===== src/rtl/lcd_responder_pkg.sv =====
// Shared constants, types and helpers for the HD44780-style LCD responder.
package lcd_responder_pkg;

  // DDRAM line bases and the last address of each line bank
  localparam logic [6:0] LINE1_BASE = 7'h00;
  localparam logic [6:0] LINE2_BASE = 7'h40;
  localparam logic [6:0] LINE1_LAST = 7'h27;
  localparam logic [6:0] LINE2_LAST = 7'h67;

  localparam logic [7:0] BLANK_CHAR = 8'h20;
  localparam int         NUM_CELLS  = 32;

  // Instruction opcode masks; an instruction is identified by its highest set bit
  localparam logic [7:0] OP_CLEAR   = 8'h01;
  localparam logic [7:0] OP_HOME    = 8'h02;
  localparam logic [7:0] OP_ENTRY   = 8'h04;
  localparam logic [7:0] OP_DISPLAY = 8'h08;
  localparam logic [7:0] OP_SHIFT   = 8'h10;
  localparam logic [7:0] OP_FUNC    = 8'h20;
  localparam logic [7:0] OP_CGRAM   = 8'h40;
  localparam logic [7:0] OP_DDRAM   = 8'h80;

  typedef enum logic [1:0] {
    ST_IDLE  = 2'd0,
    ST_BUSY  = 2'd1,
    ST_CLEAR = 2'd2
  } state_e;

  typedef enum logic [3:0] {
    I_NONE, I_CLEAR, I_HOME, I_ENTRY, I_DISP, I_SHIFT, I_FUNC, I_CGRAM, I_DDRAM
  } instr_e;

  function automatic instr_e decode_instr(input logic [7:0] d);
    if ((d & OP_DDRAM) != 8'h00)        return I_DDRAM;
    else if ((d & OP_CGRAM) != 8'h00)   return I_CGRAM;
    else if ((d & OP_FUNC) != 8'h00)    return I_FUNC;
    else if ((d & OP_SHIFT) != 8'h00)   return I_SHIFT;
    else if ((d & OP_DISPLAY) != 8'h00) return I_DISP;
    else if ((d & OP_ENTRY) != 8'h00)   return I_ENTRY;
    else if ((d & OP_HOME) != 8'h00)    return I_HOME;
    else if ((d & OP_CLEAR) != 8'h00)   return I_CLEAR;
    else                                return I_NONE;
  endfunction

  // Only the first 16 addresses of each line bank are visible cells
  function automatic logic cell_valid(input logic [6:0] a);
    return (a[5:4] == 2'b00);
  endfunction

  function automatic logic [4:0] cell_index(input logic [6:0] a);
    return {a[6], a[3:0]};
  endfunction

endpackage


===== src/rtl/lcd_responder_if.sv =====
// Display bus between an HD44780 driver (master) and the responder (slave).
// Protocol: the master sets rs/rw/d_in, raises en, holds everything stable
// while en is high and for a few clk after en falls; the cycle completes on
// the falling edge of en as seen through the slave's synchronizer. On reads
// the slave drives d_out while d_oe is high and keeps it stable throughout.
interface lcd_responder_if;
  logic       en;
  logic       rs;
  logic       rw;
  logic [7:0] d_in;
  logic [7:0] d_out;
  logic       d_oe;

  modport master (output en, rs, rw, d_in, input d_out, d_oe);
  modport slave  (input en, rs, rw, d_in, output d_out, d_oe);
endinterface


===== src/rtl/lcd_responder_ac_step.sv =====
// Address-counter step with wrap inside the two HD44780 line banks.
module lcd_ac_step
  import lcd_responder_pkg::*;
(
  input  logic [6:0] ac,
  input  logic       id,
  output logic [6:0] ac_next
);

  // Increment or decrement, jumping between bank ends instead of leaving them
  always_comb begin
    ac_next = ac;
    if (id) begin
      if (ac == LINE1_LAST)      ac_next = LINE2_BASE;
      else if (ac == LINE2_LAST) ac_next = LINE1_BASE;
      else                       ac_next = ac + 7'd1;
    end else begin
      if (ac == LINE2_BASE)      ac_next = LINE1_LAST;
      else if (ac == LINE1_BASE) ac_next = LINE2_LAST;
      else                       ac_next = ac - 7'd1;
    end
  end

endmodule


===== src/rtl/lcd_responder.sv =====
// HD44780-compatible bus responder with a 2x16 DDRAM model and busy timing.
module lcd_responder
  import lcd_responder_pkg::*;
#(
  parameter int BUSY_SHORT = 2,
  parameter int BUSY_LONG  = 40
) (
  input  logic               clk,
  input  logic               rst_n,
  lcd_responder_if.slave     bus,
  input  logic [4:0]         rd_addr,
  output logic [7:0]         rd_char,
  output logic               busy,
  output logic [6:0]         ac,
  output logic               disp_on,
  output logic               proto_err,
  output logic [1:0]         state_dbg
);

  localparam int CLR_CYCLES = (BUSY_LONG > NUM_CELLS) ? BUSY_LONG : NUM_CELLS;
  localparam int CW = 16;

  logic            en_s1_q, en_s2_q, en_prev_q;
  logic            rs_q, rs_d, rw_q, rw_d;
  logic [7:0]      d_q, d_d;
  logic [7:0]      d_out_q, d_out_d;
  logic [7:0]      mem_q [NUM_CELLS];
  logic [7:0]      mem_d [NUM_CELLS];
  logic [6:0]      ac_q, ac_d, ac_stepped;
  logic            id_q, id_d, disp_q, disp_d, err_q, err_d;
  state_e          state_q, state_d;
  logic [CW-1:0]   cnt_q, cnt_d;
  logic            busy_int, d_oe_int, fall, exec_wr, exec_rd, start_clear, step_id;
  instr_e          instr;

  assign fall        = en_prev_q & ~en_s2_q;
  assign d_oe_int    = en_s2_q & rw_q;
  assign instr       = decode_instr(d_q);
  assign exec_wr     = fall & ~rw_q & ~busy_int;
  assign exec_rd     = fall & rw_q & rs_q & ~busy_int;
  assign start_clear = exec_wr & ~rs_q & (instr == I_CLEAR);
  // Cursor shift picks its direction from the instruction, data access from I/D
  assign step_id     = (!rs_q && instr == I_SHIFT) ? d_q[2] : id_q;

  lcd_ac_step u_ac_step (.ac(ac_q), .id(step_id), .ac_next(ac_stepped));

  // Two-flop synchronizer for en plus a delayed copy for falling-edge detect
  always_ff @(posedge clk or negedge rst_n) begin
    if (!rst_n) begin
      en_s1_q   <= 1'b0;
      en_s2_q   <= 1'b0;
      en_prev_q <= 1'b0;
    end else begin
      en_s1_q   <= bus.en;
      en_s2_q   <= en_s1_q;
      en_prev_q <= en_s2_q;
    end
  end

  // FSM state register
  always_ff @(posedge clk or negedge rst_n) begin
    if (!rst_n) begin
      state_q <= ST_IDLE;
      cnt_q   <= '0;
    end else begin
      state_q <= state_d;
      cnt_q   <= cnt_d;
    end
  end

  // FSM next state: idle, short busy hold, or clear sweep with long hold
  always_comb begin
    state_d = state_q;
    cnt_d   = cnt_q;
    case (state_q)
      ST_IDLE: begin
        if (start_clear) begin
          state_d = ST_CLEAR;
          cnt_d   = '0;
        end else if (exec_wr || exec_rd) begin
          state_d = ST_BUSY;
          cnt_d   = '0;
        end
      end
      ST_BUSY: begin
        if (cnt_q == CW'(BUSY_SHORT - 1)) state_d = ST_IDLE;
        else                              cnt_d   = cnt_q + CW'(1);
      end
      ST_CLEAR: begin
        if (cnt_q == CW'(CLR_CYCLES - 1)) state_d = ST_IDLE;
        else                              cnt_d   = cnt_q + CW'(1);
      end
      default: state_d = ST_IDLE;
    endcase
  end

  // FSM outputs
  always_comb begin
    busy_int = (state_q != ST_IDLE);
  end

  // Datapath next values: bus capture, read data, instruction/data execution
  always_comb begin
    rs_d    = rs_q;
    rw_d    = 1'b0;
    d_d     = d_q;
    d_out_d = d_out_q;
    ac_d    = ac_q;
    id_d    = id_q;
    disp_d  = disp_q;
    err_d   = err_q;
    for (int i = 0; i < NUM_CELLS; i++) mem_d[i] = mem_q[i];

    // rw_q drops between cycles so d_oe cannot reuse a stale read flag
    if (en_s2_q) begin
      rs_d = bus.rs;
      rw_d = bus.rw;
      d_d  = bus.d_in;
    end

    // Read data is frozen once d_oe rises so it stays stable for the cycle
    if (en_s2_q && !d_oe_int) begin
      if (bus.rs) d_out_d = cell_valid(ac_q) ? mem_q[cell_index(ac_q)] : BLANK_CHAR;
      else        d_out_d = {busy_int, ac_q};
    end

    if (fall && !rw_q && busy_int) err_d = 1'b1;

    if (exec_rd) ac_d = ac_stepped;

    if (exec_wr) begin
      if (rs_q) begin
        if (cell_valid(ac_q)) mem_d[cell_index(ac_q)] = d_q;
        ac_d = ac_stepped;
      end else begin
        case (instr)
          I_CLEAR: begin
            ac_d = LINE1_BASE;
            id_d = 1'b1;
          end
          I_HOME:  ac_d = LINE1_BASE;
          I_ENTRY: begin
            id_d = d_q[1];
            if (d_q[0]) err_d = 1'b1;
          end
          I_DISP:  disp_d = d_q[2];
          I_SHIFT: ac_d = ac_stepped;
          I_FUNC:  if (!d_q[4] || !d_q[3]) err_d = 1'b1;
          I_DDRAM: ac_d = d_q[6:0];
          default: ;
        endcase
      end
    end

    // Clear blanks one cell per clk during the first cycles of the hold
    if (state_q == ST_CLEAR && cnt_q < CW'(NUM_CELLS)) mem_d[cnt_q[4:0]] = BLANK_CHAR;
  end

  // Datapath registers
  always_ff @(posedge clk or negedge rst_n) begin
    if (!rst_n) begin
      rs_q    <= 1'b0;
      rw_q    <= 1'b0;
      d_q     <= 8'h00;
      d_out_q <= 8'h00;
      ac_q    <= LINE1_BASE;
      id_q    <= 1'b1;
      disp_q  <= 1'b0;
      err_q   <= 1'b0;
      for (int i = 0; i < NUM_CELLS; i++) mem_q[i] <= BLANK_CHAR;
    end else begin
      rs_q    <= rs_d;
      rw_q    <= rw_d;
      d_q     <= d_d;
      d_out_q <= d_out_d;
      ac_q    <= ac_d;
      id_q    <= id_d;
      disp_q  <= disp_d;
      err_q   <= err_d;
      for (int i = 0; i < NUM_CELLS; i++) mem_q[i] <= mem_d[i];
    end
  end

  assign bus.d_out = d_out_q;
  assign bus.d_oe  = d_oe_int;
  assign rd_char   = mem_q[rd_addr];
  assign busy      = busy_int;
  assign ac        = ac_q;
  assign disp_on   = disp_q;
  assign proto_err = err_q;
  assign state_dbg = state_q;

endmodule


===== src/flat_wrapper.sv =====
// flat-port wrapper written by rule: the top's interface ports become plain ports
module lcd_responder_flat import lcd_responder_pkg::*;
#(
  parameter int BUSY_SHORT = 2,
  parameter int BUSY_LONG  = 40
)
  (clk, rst_n, rd_addr, rd_char, busy, ac, disp_on, proto_err, state_dbg, bus_en, bus_rs, bus_rw, bus_d_in, bus_d_out, bus_d_oe);
  lcd_responder_if bus_i ();
  input  logic clk;
  input  logic rst_n;
  input  logic [4:0] rd_addr;
  output logic [7:0] rd_char;
  output logic busy;
  output logic [6:0] ac;
  output logic disp_on;
  output logic proto_err;
  output logic [1:0] state_dbg;
  input wire logic [$bits(bus_i.en)-1:0] bus_en;
  input wire logic [$bits(bus_i.rs)-1:0] bus_rs;
  input wire logic [$bits(bus_i.rw)-1:0] bus_rw;
  input wire logic [$bits(bus_i.d_in)-1:0] bus_d_in;
  output wire logic [$bits(bus_i.d_out)-1:0] bus_d_out;
  output wire logic [$bits(bus_i.d_oe)-1:0] bus_d_oe;
  assign bus_i.en = bus_en;
  assign bus_i.rs = bus_rs;
  assign bus_i.rw = bus_rw;
  assign bus_i.d_in = bus_d_in;
  assign bus_d_out = bus_i.d_out;
  assign bus_d_oe = bus_i.d_oe;
  lcd_responder #(.BUSY_SHORT(BUSY_SHORT), .BUSY_LONG(BUSY_LONG)) u_core (.clk(clk), .rst_n(rst_n), .bus(bus_i), .rd_addr(rd_addr), .rd_char(rd_char), .busy(busy), .ac(ac), .disp_on(disp_on), .proto_err(proto_err), .state_dbg(state_dbg));
endmodule

===== config.mk =====
export PLATFORM = sky130hd
export DESIGN_NAME = lcd_responder_flat
export DESIGN_NICKNAME = d
export VERILOG_FILES = /design/src/rtl/lcd_responder_pkg.sv /design/src/rtl/lcd_responder_if.sv /design/src/rtl/lcd_responder_ac_step.sv /design/src/rtl/lcd_responder.sv /design/src/flat_wrapper.sv
export SDC_FILE = /design/constraint.sdc
export NUM_CORES = 1
export LEC_CHECK = 0
export CAP_MARGIN = 20
export CORE_MARGIN = 2
export CORE_UTILIZATION = 50
export DETAILED_ROUTE_END_ITERATION = 6
export GPL_ROUTABILITY_DRIVEN = 0
export HOLD_SLACK_MARGIN = 0.06
export PLACE_DENSITY = 0.72
export SLEW_MARGIN = 5
export SYNTH_ARGS = -nofsm -noshare
export SYNTH_HDL_FRONTEND = slang
export SYNTH_HIERARCHICAL = 1
export SYNTH_SLANG_ARGS = --single-unit

===== constraint.sdc =====
create_clock -name clk -period 6.95 [get_ports clk]
set_input_delay 1.39 -clock clk [delete_from_list [all_inputs] [get_ports clk]]
set_output_delay 1.39 -clock clk [all_outputs]
set_load 0.03 [all_outputs]

; ---- Word level (Yosys, flattened, before mapping)
; Index checks and enable logic that the tools add are counted.
; Widths: inputs -> output; s select.
[word_totals]
reg_bits = 305
in_bits = 18
[classes]
n_addsub = 3
magnitude_cmp = 6
n_eq_ne = 19
mux = 53
n_bitwise = 19
n_reduce_logical = 25
[ops]
columns = operator, n
row1 = $mux 256, 4
row2 = $bwmux 256, 1
row3 = $and 224x224->224, 1
row4 = $not 224->224, 1
row5 = $bmux 8 s5, 2
row6 = $demux 8 s5, 2
row7 = $mux 16, 4
row8 = $mux 8, 8
row9 = $mux 7, 8
row10 = $pmux 16 s3, 1
row11 = $or 32x32->32, 1
row12 = $mux 4, 7
row13 = $pmux 7 s3, 1
row14 = $ge 6x6->1 const B, 3
row15 = $not 5->6, 3
row16 = $add 16x1->16 const B, 1
row17 = $eq 16x1->1 const B, 1
row18 = $eq 16x6->1 const B, 1
row19 = $lt 16x6->1 const B, 1
row20 = $eq 7x7->1 const B, 2
row21 = $eq 4x3->1 const B, 3
row22 = $lt 6x1->1 const B, 2
row23 = $and 1x1->1, 9
row24 = $reduce_and 3->1, 3
row25 = other kinds (25), 55

; ---- Logic depth before layout (Yosys ltp)
[logic_depth]
word_depth = 16
mapped_depth = 14
mapped_depth_nobuf = 12

; ---- Cells and area by module
; Netlist, hierarchy kept.
[by_module_without_submodules]
columns = module, instances, cells_per_inst, area_per_inst_um2, seq_area_each_um2
row1 = lcd_responder, 1, 1832, 17644.4, 7673.6
row2 = lcd_ac_step, 1, 49, 352.8, 0.0

; ---- Least setup slack after synthesis
; Ideal clock, no wire load.
[synth_timing]
path_type = input to output
from = input rd_addr[1]
to = output rd_char[5]
arrival_ns = 3.568
required_ns = 5.560
slack_ns = 1.992
cell_stages = 6
path_buffers = 3
cell_sequence = clkbuf_1 > clkbuf_1 > clkbuf_1 > mux4_2 > mux2i_1 > a221oi_1
[synth_via]
elab_chain_cells = 4
[synth_lines]
columns = element, line
row1 = start: declaration, flat_wrapper.sv:11  ; input logic [4:0] rd_addr;
row2 = $not 5->6 (not written as such), lcd_responder.sv:186  ; assign rd_char = mem_q[rd_addr];
row3 = $bmux 8 s5, lcd_responder.sv:186
row4 = $mux 8 (not written as such) (2 in a row), lcd_responder.sv:186
row5 = end: declaration, flat_wrapper.sv:12  ; output logic [7:0] rd_char;
; Every way passes these cells. The select of a mux whose other input is x is not followed.

; ---- Worst setup path after layout
[layout_timing]
from = input rd_addr[1]
to = output rd_char[3]
; Same word-level chain as after synthesis.

==> run summary <==
status: complete, no violations
Gate Count Post-Synth: 1,881
dominant cell type by area after synthesis: dfrtp_1
Final Cycle Share: 83.2%
mean routed wirelength per cell: 26.8 microns
WP data arrival: 4.39 ns
number of global-route vias before repair: 15,309
final setup TNS: 0 ns
Placed Area: 18,700 sq um
Post-synth EDFFs: 0
Filler cells: 2,980
CP required: 5.56 ns
final hold viol count: 0
die area: 37,500 sq um
top cell type's share of synthesized area: 37.8%
fmax: 0.173 GHz
Async S/R FF share, synth: 100%
Iteration-0 DRC Markers: 2,493
clock latency on the worst-skew pair: 0.52 ns
Root Buffer: clkbuf_16
main flop type after synthesis: dfrtp_1
worst slew pin tran: 1.11 ns
worst slack, placed: 1.30 ns
clock sink count: 305
Max Clock Skew: 0.0122 ns
I/O pins: 47
CTS tree: done
Switching Share: 37.4%
r2r setup slk: 3.00 ns
Longest Clk Path Bufs: 3
maximum vdd drop: 0.253 mV
post-synthesis cell area: 18,000 sq um
Worst setup EP type: primary output
largest net degree at the start of global routing: 186
critical path type: input port to primary output
Worst Setup Slack, final: 1.17 ns
count of buffers from port buffering: 46
Final nets: 1,862
P_int: 4000 uW
Slew Limit Fails: 0
Avg Synthesized Cell Area: 9.57 sq um
DRT antenna net count: 0
Startpoint Class: input port
sequential share of the synthesized area: 42.6%
initial antenna violation count: 5
Combinational Power Share: 31.7%
Final Instance Area: 19,900 sq um
overall global routing resource usage: 32.7%
top cells by area, synth: dfrtp_1 (38%), mux2i_1 (10%), mux4_2 (8.4%)
hold buffers post-CTS: 0
global route total overflow: 0
Reg clk slew, reported paths: 0.06 ns
area growth from synthesis to layout: 10.7%
final HPWL from detailed placement: 41.8 mm
Seq pwr share: 37.6%
Die Height: 194 microns
total power: 6380 uW
crit path max fanout: 47
Clk pwr share: 30.7%
vias: 16,063
share of layout cells above drive strength 1: 12.8%
Pwr Density: 321 nW/um^2
Final Critical Period: 5.78 ns
Remaining DRCs: 0
die width: 194 microns
Post-CTS Setup Bufs: 0
number of H-tree levels: 2
unrepaired setup endpoints after global routing: no
Pre-antenna DRT Iters: 6
#FFs+latches synth: 305
vias per inst: 6.91
Synth Warn #: 6
P_sw: 2390 uW
type of the most critical hold path: flip-flop to flip-flop
initial core utilization: 50.7%
Pleak: 0.00826 uW
max-cap violation count: 0
core area: 35,500 sq um
Finish-stage setup viols: 0
first-pass GRT wire length: 94.9 mm
Rel. slew slack: 26.1%
Num CTS Buffers: 35
Synth cell types: 68
Post-Syn Nets: 1,909
fin util: 56.1%
row count: 69
overall routed net length: 62.2 mm
cts repair resizes: 0
[metal layers]
layer  global-route usage (%)  part of all wire (%)  up-vias
met4                     20.3                   7.7        6
met5                        0                 0.069        -
met2                     47.3                    43     1094
met1                     43.1                    37     7817
met3                     9.78                    12      308
li1                         -                     -     6838
[cells in the final DEF, fill, tap and decap left out, types with 8 or more instances in the layout]
master,Yosys,routed
o21ai_0,81,81
mux2i_1,187,187
a21oi_1,190,190
clkdlybuf4s50_1,0,43
nor3_1,12,11
dfstp_2,33,33
mux4_2,67,67
a211o_1,25,25
ha_1,10,10
nand2b_1,12,12
nand3b_1,8,8
o22ai_1,59,59
nor2_1,125,123
nor4_1,28,26
nand3_1,162,162
inv_1,15,15
a221o_1,13,13
mux2_2,21,21
dfrtp_1,272,270
nand2_1,258,258
buf_4,5,34
a22oi_1,8,8
clkbuf_1,121,8
clkbuf_16,0,37
a221oi_1,17,17
[worst paths after layout]
| kind | endpoint | cells past startpoint | start |
|---|---|---|---|
| min reg2reg | u_core/en_s2_q | 0 | u_core/en_s1_q |
| min | u_core/en_s2_q | 0 | u_core/en_s1_q |
| max reg2reg | u_core/ac[4] | 13 | u_core/d_q[4] |
| max | rd_char[3] | 6 | rd_addr[1] |
| max in group asynchronous | u_core/ac[0] | 2 | rst_n |
| min in group asynchronous | u_core/mem_q[152] | 1 | rst_n |
[area by class of cell]
cell class	instances	area [sq um]	area share [%]
multi-input combinational	1396	9660	48.5
sequential	305	7680	38.6
clock buffer	49	1010	5.08
timing repair buffer	80	726	3.64
tap	461	577	2.90
clock inverter	13	200	1.01
inverter	16	60.1	0.302
antenna	3	7.51	0.0377
[synth_stat cells, types with 13 or more instances]
| cell type | number |
|---|---|
| dfrtp_1 | 272 |
| a211o_1 | 25 |
| mux2i_1 | 187 |
| mux4_2 | 67 |
| nor4_1 | 28 |
| inv_1 | 15 |
| mux2_2 | 21 |
| dfstp_2 | 33 |
| a21oi_1 | 190 |
| nand3_1 | 162 |
| o21ai_0 | 81 |
| buf_2 | 18 |
| a221oi_1 | 17 |
| clkbuf_1 | 121 |
| a221o_1 | 13 |
| nand2_1 | 258 |
| nor2_1 | 125 |
| buf_1 | 19 |
| o22ai_1 | 59 |
[through the flow]
step | std cells | hold WS, ns
6_report | 2323 | 0.354
2_1_floorplan | 1881 | 0.331
3_3_place_gp | 2258 | 0.332
5_1_grt | 2321 | 0.366
3_5_place_dp | 2258 | 0.343
4_1_cts | 2320 | 0.357
[kinds of logic after synthesis]
group	after synthesis	share of synthesized area, %
AND/OR/NAND/NOR	682	18.2
AO/OA/AOI/OAI	427	14.3
flip-flops	305	42.6
multiplexers	275	20.1
buffers and inverters	180	4.03
adder cells (fa/ha/maj)	10	0.695
XOR/XNOR	2	0.0973
[worst max-delay path, cell delays in order]
cell	delay, ns
buf_2	0.82
buf_4	0.42
mux4_2	0.25
mux2i_1	0.12
a221oi_1	0.59
clkdlybuf4s50_1	0.78
[power by group through the flow]
stage                     Combinational [uW]  Sequential, uW  Clock, uW
after detailed placement                1970            2400          0
final                                   2020            2400       1960
after CTS                               1980            2380       1990
after global placement                  1930            2400          0
after global routing                    2130            2410       2060
after floorplan                         1400            2280          0
[flip-flops by register name, summed over array words and instances (netlist names), 2 cells and up]
name and cells:
u_core/ac 7, u_core/cnt_q 16, u_core/mem_q 256, u_core/bus.d_out 8, u_core/state_dbg 2, u_core/d_q 8
(Power assumes the default switching activity.)
